--- src/rtl/store_monitor.sv ---
// rtl/store_monitor.sv - end-of-test store signature checker with store trace FIFO
// Watches the data-memory write bus, flags PASS on a signature store or FAIL on timeout.
module store_monitor #(
  parameter logic [63:0] SIG0_ADDR = 64'd84,
  parameter logic [63:0] SIG0_DATA = 64'd7,
  parameter logic [63:0] SIG1_ADDR = 64'd128,
  parameter logic [63:0] SIG1_DATA = 64'd7,
  parameter logic [63:0] SIG2_ADDR = 64'd80,
  parameter logic [63:0] SIG2_DATA = 64'd1,
  parameter int          TIMEOUT   = 512,
  parameter int          LOG_DEPTH = 8
) (
  input  logic                         i_clk,
  input  logic                         i_reset,
  input  logic [1:0]                   i_memwrite,
  input  logic [63:0]                  i_dataadr,
  input  logic [63:0]                  i_writedata,
  output logic                         o_pass,
  output logic                         o_fail,
  output logic                         o_halt,
  output logic [1:0]                   o_pass_id,
  output logic [15:0]                  o_store_count,
  output logic                         o_log_valid,
  input  logic                         i_log_ready,
  output logic [1:0]                   o_log_mode,
  output logic [63:0]                  o_log_addr,
  output logic [63:0]                  o_log_data,
  output logic [$clog2(LOG_DEPTH):0]   o_log_count,
  output logic                         o_log_overflow
);

  localparam int PW = $clog2(LOG_DEPTH);
  localparam int CW = $clog2(TIMEOUT) + 1;
  localparam logic [PW:0]   FULL_CNT = (PW+1)'(LOG_DEPTH);
  localparam logic [CW-1:0] LAST_CYC = CW'(TIMEOUT - 1);

  typedef enum logic [1:0] {S_RUN, S_PASS, S_FAIL} state_t;

  state_t        r_state, w_state_nxt;
  logic [1:0]    r_pass_id, w_pass_id_nxt;
  logic [CW-1:0] r_cycles;
  logic [15:0]   r_store_count;
  logic          r_overflow;

  logic [1:0]    r_mode [LOG_DEPTH];
  logic [63:0]   r_addr [LOG_DEPTH];
  logic [63:0]   r_data [LOG_DEPTH];
  logic [PW-1:0] r_wr_ptr, r_rd_ptr;
  logic [PW:0]   r_count;

  logic w_run, w_store, w_hit0, w_hit1, w_hit2, w_match, w_timeout;
  logic w_full, w_push, w_pop, w_drop;

  assign w_run     = (r_state == S_RUN);
  assign w_store   = w_run && (i_memwrite != 2'b00);
  assign w_hit0    = w_store && (i_dataadr == SIG0_ADDR) && (i_writedata == SIG0_DATA);
  assign w_hit1    = w_store && (i_dataadr == SIG1_ADDR) && (i_writedata == SIG1_DATA);
  assign w_hit2    = w_store && (i_dataadr == SIG2_ADDR) && (i_writedata == SIG2_DATA);
  assign w_match   = w_hit0 || w_hit1 || w_hit2;
  assign w_timeout = (r_cycles == LAST_CYC);

  // A store arriving on a full FIFO still lands if the head leaves the same cycle.
  assign w_full = (r_count == FULL_CNT);
  assign w_pop  = (r_count != '0) && i_log_ready;
  assign w_push = w_store && (!w_full || w_pop);
  assign w_drop = w_store && w_full && !w_pop;

  always_comb begin
    w_state_nxt   = r_state;
    w_pass_id_nxt = r_pass_id;
    case (r_state)
      S_RUN: begin
        if (w_match) begin
          w_state_nxt   = S_PASS;
          w_pass_id_nxt = w_hit0 ? 2'd0 : (w_hit1 ? 2'd1 : 2'd2);
        end else if (w_timeout) begin
          w_state_nxt = S_FAIL;
        end
      end
      default: ;
    endcase
  end

  always_ff @(posedge i_clk) begin
    if (i_reset) begin
      r_state       <= S_RUN;
      r_pass_id     <= 2'd3;
      r_cycles      <= '0;
      r_store_count <= '0;
      r_overflow    <= 1'b0;
    end else begin
      r_state   <= w_state_nxt;
      r_pass_id <= w_pass_id_nxt;
      if (w_run)
        r_cycles <= r_cycles + CW'(1);
      if (w_store && (r_store_count != 16'hFFFF))
        r_store_count <= r_store_count + 16'd1;
      if (w_drop)
        r_overflow <= 1'b1;
    end
  end

  always_ff @(posedge i_clk) begin
    if (i_reset) begin
      r_wr_ptr <= '0;
      r_rd_ptr <= '0;
      r_count  <= '0;
    end else begin
      if (w_push)
        r_wr_ptr <= r_wr_ptr + PW'(1);
      if (w_pop)
        r_rd_ptr <= r_rd_ptr + PW'(1);
      case ({w_push, w_pop})
        2'b10:   r_count <= r_count + (PW+1)'(1);
        2'b01:   r_count <= r_count - (PW+1)'(1);
        default: r_count <= r_count;
      endcase
    end
  end

  always_ff @(posedge i_clk) begin
    if (!i_reset && w_push) begin
      r_mode[r_wr_ptr] <= i_memwrite;
      r_addr[r_wr_ptr] <= i_dataadr;
      r_data[r_wr_ptr] <= i_writedata;
    end
  end

  assign o_pass         = (r_state == S_PASS);
  assign o_fail         = (r_state == S_FAIL);
  assign o_halt         = o_pass || o_fail;
  assign o_pass_id      = r_pass_id;
  assign o_store_count  = r_store_count;
  assign o_log_valid    = (r_count != '0);
  assign o_log_mode     = r_mode[r_rd_ptr];
  assign o_log_addr     = r_addr[r_rd_ptr];
  assign o_log_data     = r_data[r_rd_ptr];
  assign o_log_count    = r_count;
  assign o_log_overflow = r_overflow;

endmodule

--- config.mk ---
export PLATFORM = sky130hd
export DESIGN_NAME = store_monitor
export DESIGN_NICKNAME = d
export VERILOG_FILES = /design/src/rtl/store_monitor.sv
export SDC_FILE = /design/constraint.sdc
export NUM_CORES = 1
export LEC_CHECK = 0
export BUFFER_PORTS_ARGS = -buffer_cell sky130_fd_sc_hd__buf_2
export CAP_MARGIN = 10
export CORE_ASPECT_RATIO = 1.5
export CORE_MARGIN = 5
export CORE_UTILIZATION = 45
export CTS_CLUSTER_DIAMETER = 60
export DETAILED_ROUTE_END_ITERATION = 8
export PLACE_DENSITY_LB_ADDON = 0.25
export SLEW_MARGIN = 20
export SYNTH_ARGS = -nofsm -noshare
export SYNTH_HDL_FRONTEND = slang
export SYNTH_SLANG_ARGS = --single-unit
--- constraint.sdc ---
create_clock -name i_clk -period 11.79 [get_ports i_clk]
set_clock_uncertainty 0.1 [all_clocks]
set_input_delay 2.358 -clock i_clk [delete_from_list [all_inputs] [get_ports i_clk]]
set_output_delay 2.358 -clock i_clk [all_outputs]
set_load 0.005 [all_outputs]
==> results of run 1 <==
[power breakdown]
| group | internal [uW] | leakage, uW | switching, uW |
|---|---|---|---|
| registers | 4370 | 0.00978 | 92.8 |
| logic | 902 | 0.00377 | 824 |
| clock network | 1960 | 0.00167 | 1390 |
| total | 7240 | 0.0152 | 2310 |
[worst max-delay path by stage]
stage / from / to / slack (ns) / depth (start not counted)
after CTS: flip-flop / o_log_addr[4] / 4.77 / 5
after global placement: flip-flop / o_log_addr[10] / 5.57 / 5
after global routing: flip-flop / o_log_data[28] / 4.59 / 5
final: flip-flop / o_log_data[28] / 4.98 / 5
after detailed placement: flip-flop / o_log_addr[4] / 5.52 / 5
after floorplan: i_memwrite[1] / r_addr[6][0] / 2.61 / 4
[Yosys cell counts, drive strengths merged]
cell type	instances	share of area (%)
edfxtp	1040	75
mux4	260	15
mux2	130	3.5
buf	52	1.3
nor2	49	0.44
dfxtp	44	2.1
nor4	33	0.57
clkbuf	28	0.25
nand2	17	0.15
xor2	16	0.34
a21oi	14	0.17
nand4	11	0.20
ha	10	0.30
xnor2	10	0.21
inv	9	0.081
o21ai	9	0.12
nand3	8	0.096
nor3	7	0.084
or3	7	0.10
and3	5	0.075
nor4b	4	0.11
and4	3	0.069
mux2i	3	0.072
nand2b	3	0.045
a21o	2	0.036
a31o	2	0.042
o2111ai	2	0.042
a2bb2oi	1	0.021
a32oi	1	0.021
and3b	1	0.021
fa	1	0.048
nand4b	1	0.021
o211ai	1	0.018
o21a	1	0.021
o22ai	1	0.015
o31ai	1	0.018
or2	1	0.015
or3b	1	0.021
[sequential cells by signal (all words and copies together), names as in the netlist, named ones only]
signal,cells
o_store_count,16
o_log_overflow,1
r_addr,512
r_rd_ptr,3
o_pass_id,2
r_state,2
r_wr_ptr,3
r_cycles,10
o_log_count,4
r_mode,16
r_data,512
[metal layers]
layer / track usage [%] / wire length [um] / share of wire, % / vias to the layer above
li1: - / - / - / 8300
met1: 24.4 / 37600 / 40 / 10357
met2: 32.1 / 47800 / 51 / 549
met3: 4.67 / 6120 / 6.5 / 155
met4: 6.45 / 2620 / 2.8 / 22
met5: 0 / 112 / 0.12 / -
[per-stage QoR]
step                power (uW)  area (um2)  setup WS [ns]  hold slack (ns)
floorplan                 5810       41800           2.61            0.349
global placement          6290       44400           5.57            0.347
detailed placement        6330       44400           5.52            0.358
CTS                       9690       47800           4.77            0.374
global route              9940       47900           4.59            0.412
finish                    9540       47900           4.98            0.369
[worst max-delay path: stages (launching register included)]
cell and delay (ns):
dfxtp_4 0.90, buf_12 0.61, buf_4 0.78, mux4_2 0.60, mux2_2 0.32, buf_2 0.15
[area by class of cell]
cell class | instances | area [um2]
Tap cell | 1181 | 1480
Sequential cell | 1084 | 32100
Clock inverter | 70 | 778
Fill cell | 7216 | 44700
Clock buffer | 117 | 2650
Timing Repair Buffer | 306 | 1700
Antenna cell | 13 | 32.5
Inverter | 9 | 33.8
Multi-Input combinational cell | 616 | 9090
[kinds of logic after synthesis]
logic type / count (synthesis) / synth area share [%]
simple gates: 151 / 2.03
xor+xnor: 26 / 0.545
flops: 1084 / 76.9
fa+ha+maj: 11 / 0.347
compound gates: 35 / 0.518
buf+inv: 89 / 1.61
mux: 393 / 18.1
==> run summary, run 1 <==
Status: complete, no violations
PortBufs: 289
CTS tree: yes
I/O Pins: 290
Clk_lat worst skew: 0.68 ns
Final worst-path cycle share: 57.8%
Worst-path clk slew: 0.06 ns
Final min period: 6.81 ns
Peak supply drop: 158 uV
Clk sink count: 1084
WHS Endpoint: o_log_overflow
Worst Hold Class: reg -> reg
Die width: 259 um
Nets: 2261
Ys Warns: 0
Fraction of layout cells with a size suffix above 1: 37.1%
Reg2reg path depth: 7
Max Cap Violations: 0
Final Max Tran Viols: 0
DIE AREA: 99200 um2
Fmax: 0.147 GHz
H-tree depth: 3
HP Start: o_log_overflow
P_leak: 0.0152 uW
Vias: 19383
CP arrival: 4.35 ns
Critical Path Source Type: flip-flop
RSZ-0062 raised after global routing: no
Worst-Margin Slew: 1.23 ns
Cells after DPL: 3196
Row count: 137
R2R Path Start: r_state[1]
Final wirelength: 94300 um
Initial Util: 45.1%
Post-CTS Setup Repair Bufs: 0
Slew HR: 17.7%
WHS Path Cells: 2
Total Routing Usage GR: 19.0%
Synthesized area per cell: 23.4 um2
Unique masters post-synth: 50
Commonest non-fill, non-tap cell in the layout: edfxtp_1
R2r endpoint: r_addr[6][61]
CTS max path bufs: 3
DR iter-0 viols: 1475
# hold bufs at CTS: 0
GRT overflow: 0
CP required: 9.33 ns
DP HPWL: 50700 um
Initial antenna violation count: 32
Largest net degree at the start of global routing: 177
Root buffer cell: clkbuf_16
Drt wl/cell: 27.8 um
Final setup fails: 0
Post-CTS sizing: 0
Antenna viol nets, final: 0
Mapped Nets: 1933
Number of buffers created by CTS: 100
Synth-to-layout area growth: 14.6%
CP max FO: 105
Critical Path Sink Type: primary output
PwrDens: 199 nW/um2
Register area share after synthesis: 76.9%
Setup TNS: 0 ns
Placer Congestion: 0.783
First-pass GRT wire length: 140000 um
Vias/cell: 5.71
Layout Cells excl Fill: 3396
R2R setup slack: 8.35 ns
CP Class: reg -> out
Final hold vios: 0
Core Area: 92600 um2
Most frequent cells in the layout: 1040 x edfxtp_1, 289 x buf_2, 204 x mux4_2
DRC: 0
Synth Instances: 1789
Mapped cell area: 41800 um2
Vias in the first global route: 20989
Die Y: 383 um
Yosys reg bits: 1084
Drt first pass iters: 5
Util after Layout: 51.7%
(Power assumes the default switching activity.)
==> inputs of run 2 (changes only) <==
--- a/config.mk
+++ b/config.mk
@@ -5,6 +5,7 @@
 export SDC_FILE = /design/constraint.sdc
 export NUM_CORES = 1
 export LEC_CHECK = 0
+export ABC_AREA = 1
 export BUFFER_PORTS_ARGS = -buffer_cell sky130_fd_sc_hd__buf_2
 export CAP_MARGIN = 10
 export CORE_ASPECT_RATIO = 1.5
==> constraint.sdc (replaced) <==
create_clock -name i_clk -period 6.7 [get_ports i_clk]
set_clock_uncertainty 0.1 [all_clocks]
set_input_delay 1.34 -clock i_clk [delete_from_list [all_inputs] [get_ports i_clk]]
set_output_delay 1.34 -clock i_clk [all_outputs]
set_load 0.005 [all_outputs]
==> run 2 against run 1 <==
Via count increased by 39%. Count of clock-buffer cells in the layout rose by 8. Core utilization fell by 0.33 points. Area after synthesis is 2.0% higher. Global-route usage is 1.3 points higher.
==> run summary, run 2 <==
R2r endpoint: r_addr[6][28]
Registers with the most flip-flops: r_addr x512, r_data x512
Synth Instances: 3411 (+91%)
PortBufs: 289 (unchanged)
Post-synth top area share: 73.3% (-1.5 points)
Layout Cells excl Fill: 4989 (+47%)
Mapped cell area: 42600 um2 (+2.0%)
Worst Setup EP: o_log_addr[61]
Post-CTS Setup Repair Bufs: 0 (unchanged)
EDFF count, synth: 1040 (unchanged)
Die Y: 387 um (+0.97%)
DR iter-0 viols: 2297 (+56%)
Placer Congestion: 0.814 (+4.0%)
DRC: 0 (unchanged)
PwrDens: 363 nW/um2 (+82%)
Most frequent cells in the layout: 1040 x edfxtp_1, 1039 x nor2_1, 497 x o21ai_0
CP max stage cell: inv_8
Cells after DPL: 4788 (+50%)
Peak supply drop: 363 uV (+130%)
Compound-cell area share of the yosys netlist: 10.5% (+10 points)
R2R Path Start: r_state[1]
Row count: 138 (+0.73%)
Die width: 261 um (+0.96%)
# hold bufs at CTS: 0 (unchanged)
Synthesized area per cell: 12.5 um2 (-46%)
Initial antenna violation count: 18 (-44%)
Fraction of layout cells with a size suffix above 1: 13.1% (-24 points)
Commonest cells in the netlist: 1047 x nor2_1, 1040 x edfxtp_1, 497 x o21ai_0, 131 x a31oi_1, 130 x o22ai_1
Initial Util: 45.2% (+0.070 points)
Vias/cell: 5.42 (-5.1%)
Final min period: 4.91 ns
Clk_lat worst skew: 0.69 ns (about the same)
Clk sink count: 1084 (unchanged)
Commonest non-fill, non-tap cell in the layout: edfxtp_1
Final hold vios: 0 (unchanged)
RSZ-0062 raised after global routing: no
Final wirelength: 105000 um (+12%)
DIE AREA: 101000 um2 (+1.9%)
Post-synth top flop: edfxtp_1
Multiplexer area fraction after synthesis: 0% (-18 points)
CTS tree: yes
Number of fill cells: 8092 (+12%)
Drt wl/cell: 21.1 um (-24%)
R2R setup slack: 3.24 ns (-5.11 ns)
Crit-path cells: inv_8 -> buf_4 -> o21ai_0 -> o22ai_1 -> nor2_1 -> a31oi_1 -> buf_2
Bufs and invs on worst path: 3 (unchanged)
Register area share after synthesis: 75.3% (-1.5 points)
H-tree depth: 3 (unchanged)
CP required: 5.26 ns (-4.07 ns)
CP Class: reg -> out
Worst-Margin Slew: 1.02 ns (-0.210 ns)
Total Routing Usage GR: 20.3% (+1.3 points)
WP depth: 7 (+2)
DP HPWL: 55600 um (+9.6%)
Max Cap Violations: 0 (unchanged)
Largest family of logic cells by synthesized area: simple AND/OR/NAND/NOR gates
Drt first pass iters: 6 (+1)
Final Max Tran Viols: 0 (unchanged)
Worst-path clk slew: 0.07 ns (about the same)
Dominant cell by count in the synthesized netlist: nor2_1
Core Area: 94300 um2 (+1.8%)
Fmax: 0.204 GHz
Largest net degree at the start of global routing: 263 (+49%)
Reg2reg path depth: 9 (+2)
Area leader, netlist: edfxtp_1
CTS max path bufs: 3 (unchanged)
Unique masters post-synth: 30 (-40%)
Status: complete, no violations
Root buffer cell: clkbuf_16
CP delay by family, top: buffers and inverters
Nets: 3776 (+67%)
Final setup fails: 0 (unchanged)
Antenna viol nets, final: 0 (unchanged)
Adder-cell share of the synthesized area: 0.341% (-0.0068 points)
Worst Hold Class: reg -> reg
GRT overflow: 0 (unchanged)
Total power: 17600 uW (+85%)
I/O Pins: 290 (unchanged)
Mapped Nets: 3555 (+84%)
WHS Path Cells: 2 (unchanged)
CP max FO: 147 (+40%)
Vias in the first global route: 26455 (+26%)
Yosys reg bits: 1084 (unchanged)
Ys Warns: 0 (unchanged)
Critical Path Sink Type: primary output
Final worst-path cycle share: 73.3%
Post-Synth XOR/XNOR Area: 0.288% (-0.26 points)
Slew HR: 31.7% (+14 points)
P_leak: 0.0163 uW (+6.8%)
Ys async rst share: 0% (unchanged)
Critical Path Source Type: flip-flop
Number of buffers created by CTS: 102 (+2.0%)
Largest cells by area after synthesis: edfxtp_1 73%, nor2_1 9.2%, o21ai_0 5.8%, dfxtp_1 2.1%, a31oi_1 1.9%
Post-CTS sizing: 0 (unchanged)
Vias: 27016 (+39%)
Synth Area in Simple Gates: 10.9% (+8.8 points)
Synth-to-layout area growth: 13.7%
CP arrival: 3.47 ns (-0.88 ns)
Critical path's largest stage delay: 0.77 ns (-0.13 ns)
First-pass GRT wire length: 159000 um (+14%)
## run 2: through the flow
step / setup WS (ns) / area, um2 / hold slack [ns] / TNS (ns) / utilization [%]
final: 1.79 / 48500 / 0.369 / 0 / 51.4
after global routing: 1.54 / 48400 / 0.403 / 0 / 51.4
after floorplan: -1.35 / 42600 / 0.333 / -1224.90 / -
after CTS: 1.62 / 48400 / 0.370 / 0 / 51.4
after global placement: 2.40 / 45200 / 0.348 / 0 / 47.9
after detailed placement: 2.39 / 45200 / 0.360 / 0 / 47.9
## run 2: power breakdown
part	total, uW	leakage, uW	switching [uW]	internal [uW]
clock	5630	0.00159	2450	3180
sequential	7860	0.00978	123	7730
combinational	4120	0.00488	2800	1320
## run 2: layout make-up
| type | instances | area, um2 | area share, % |
|---|---|---|---|
| repair buffers | 324 | 1830 | 3.79 |
| clock inverters | 62 | 534 | 1.10 |
| well taps | 1260 | 1580 | 3.25 |
| inverters | 52 | 226 | 0.467 |
| multi-input cells | 2068 | 9430 | 19.5 |
| flip-flops and latches | 1084 | 32100 | 66.3 |
| diodes | 14 | 35.0 | 0.0723 |
| clock buffers | 125 | 2700 | 5.57 |
## run 2: logic make-up (layout without fill, tap and decap cells)
family	Yosys count	after routing
simple gates	1215	1215
flops	1084	1084
compound gates	828	828
buf+inv	259	563
xor+xnor	14	14
fa+ha+maj	11	11
other cells	0	14
## run 2: worst min-delay path by stage
stage | endpoint | startpoint | slack [ns]
after CTS | r_rd_ptr[2] | r_rd_ptr[2] | 0.37
final | r_rd_ptr[2] | r_rd_ptr[2] | 0.37
after global placement | flip-flop | r_rd_ptr[2] | 0.35
after floorplan | flip-flop | r_rd_ptr[2] | 0.33
after global routing | o_pass_id[0] | o_pass_id[0] | 0.40
after detailed placement | o_pass_id[0] | o_pass_id[0] | 0.36
## run 2: worst register-to-register path, stage by stage (launching register included)
cell	delay, ns
dfxtp_1	0.32
inv_1	0.11
ha_1	0.37
o21ai_0	0.27
inv_1	0.15
nand2_1	0.19
inv_1	0.13
nand2_1	0.24
nor2_4	0.74
buf_4	0.47
## run 2: layer usage
metal	global-route usage (%)	share of wire (%)
met5	0	0.076
met4	5.89	2.2
met3	3.94	5.7
met2	34.4	49
met1	26.8	43
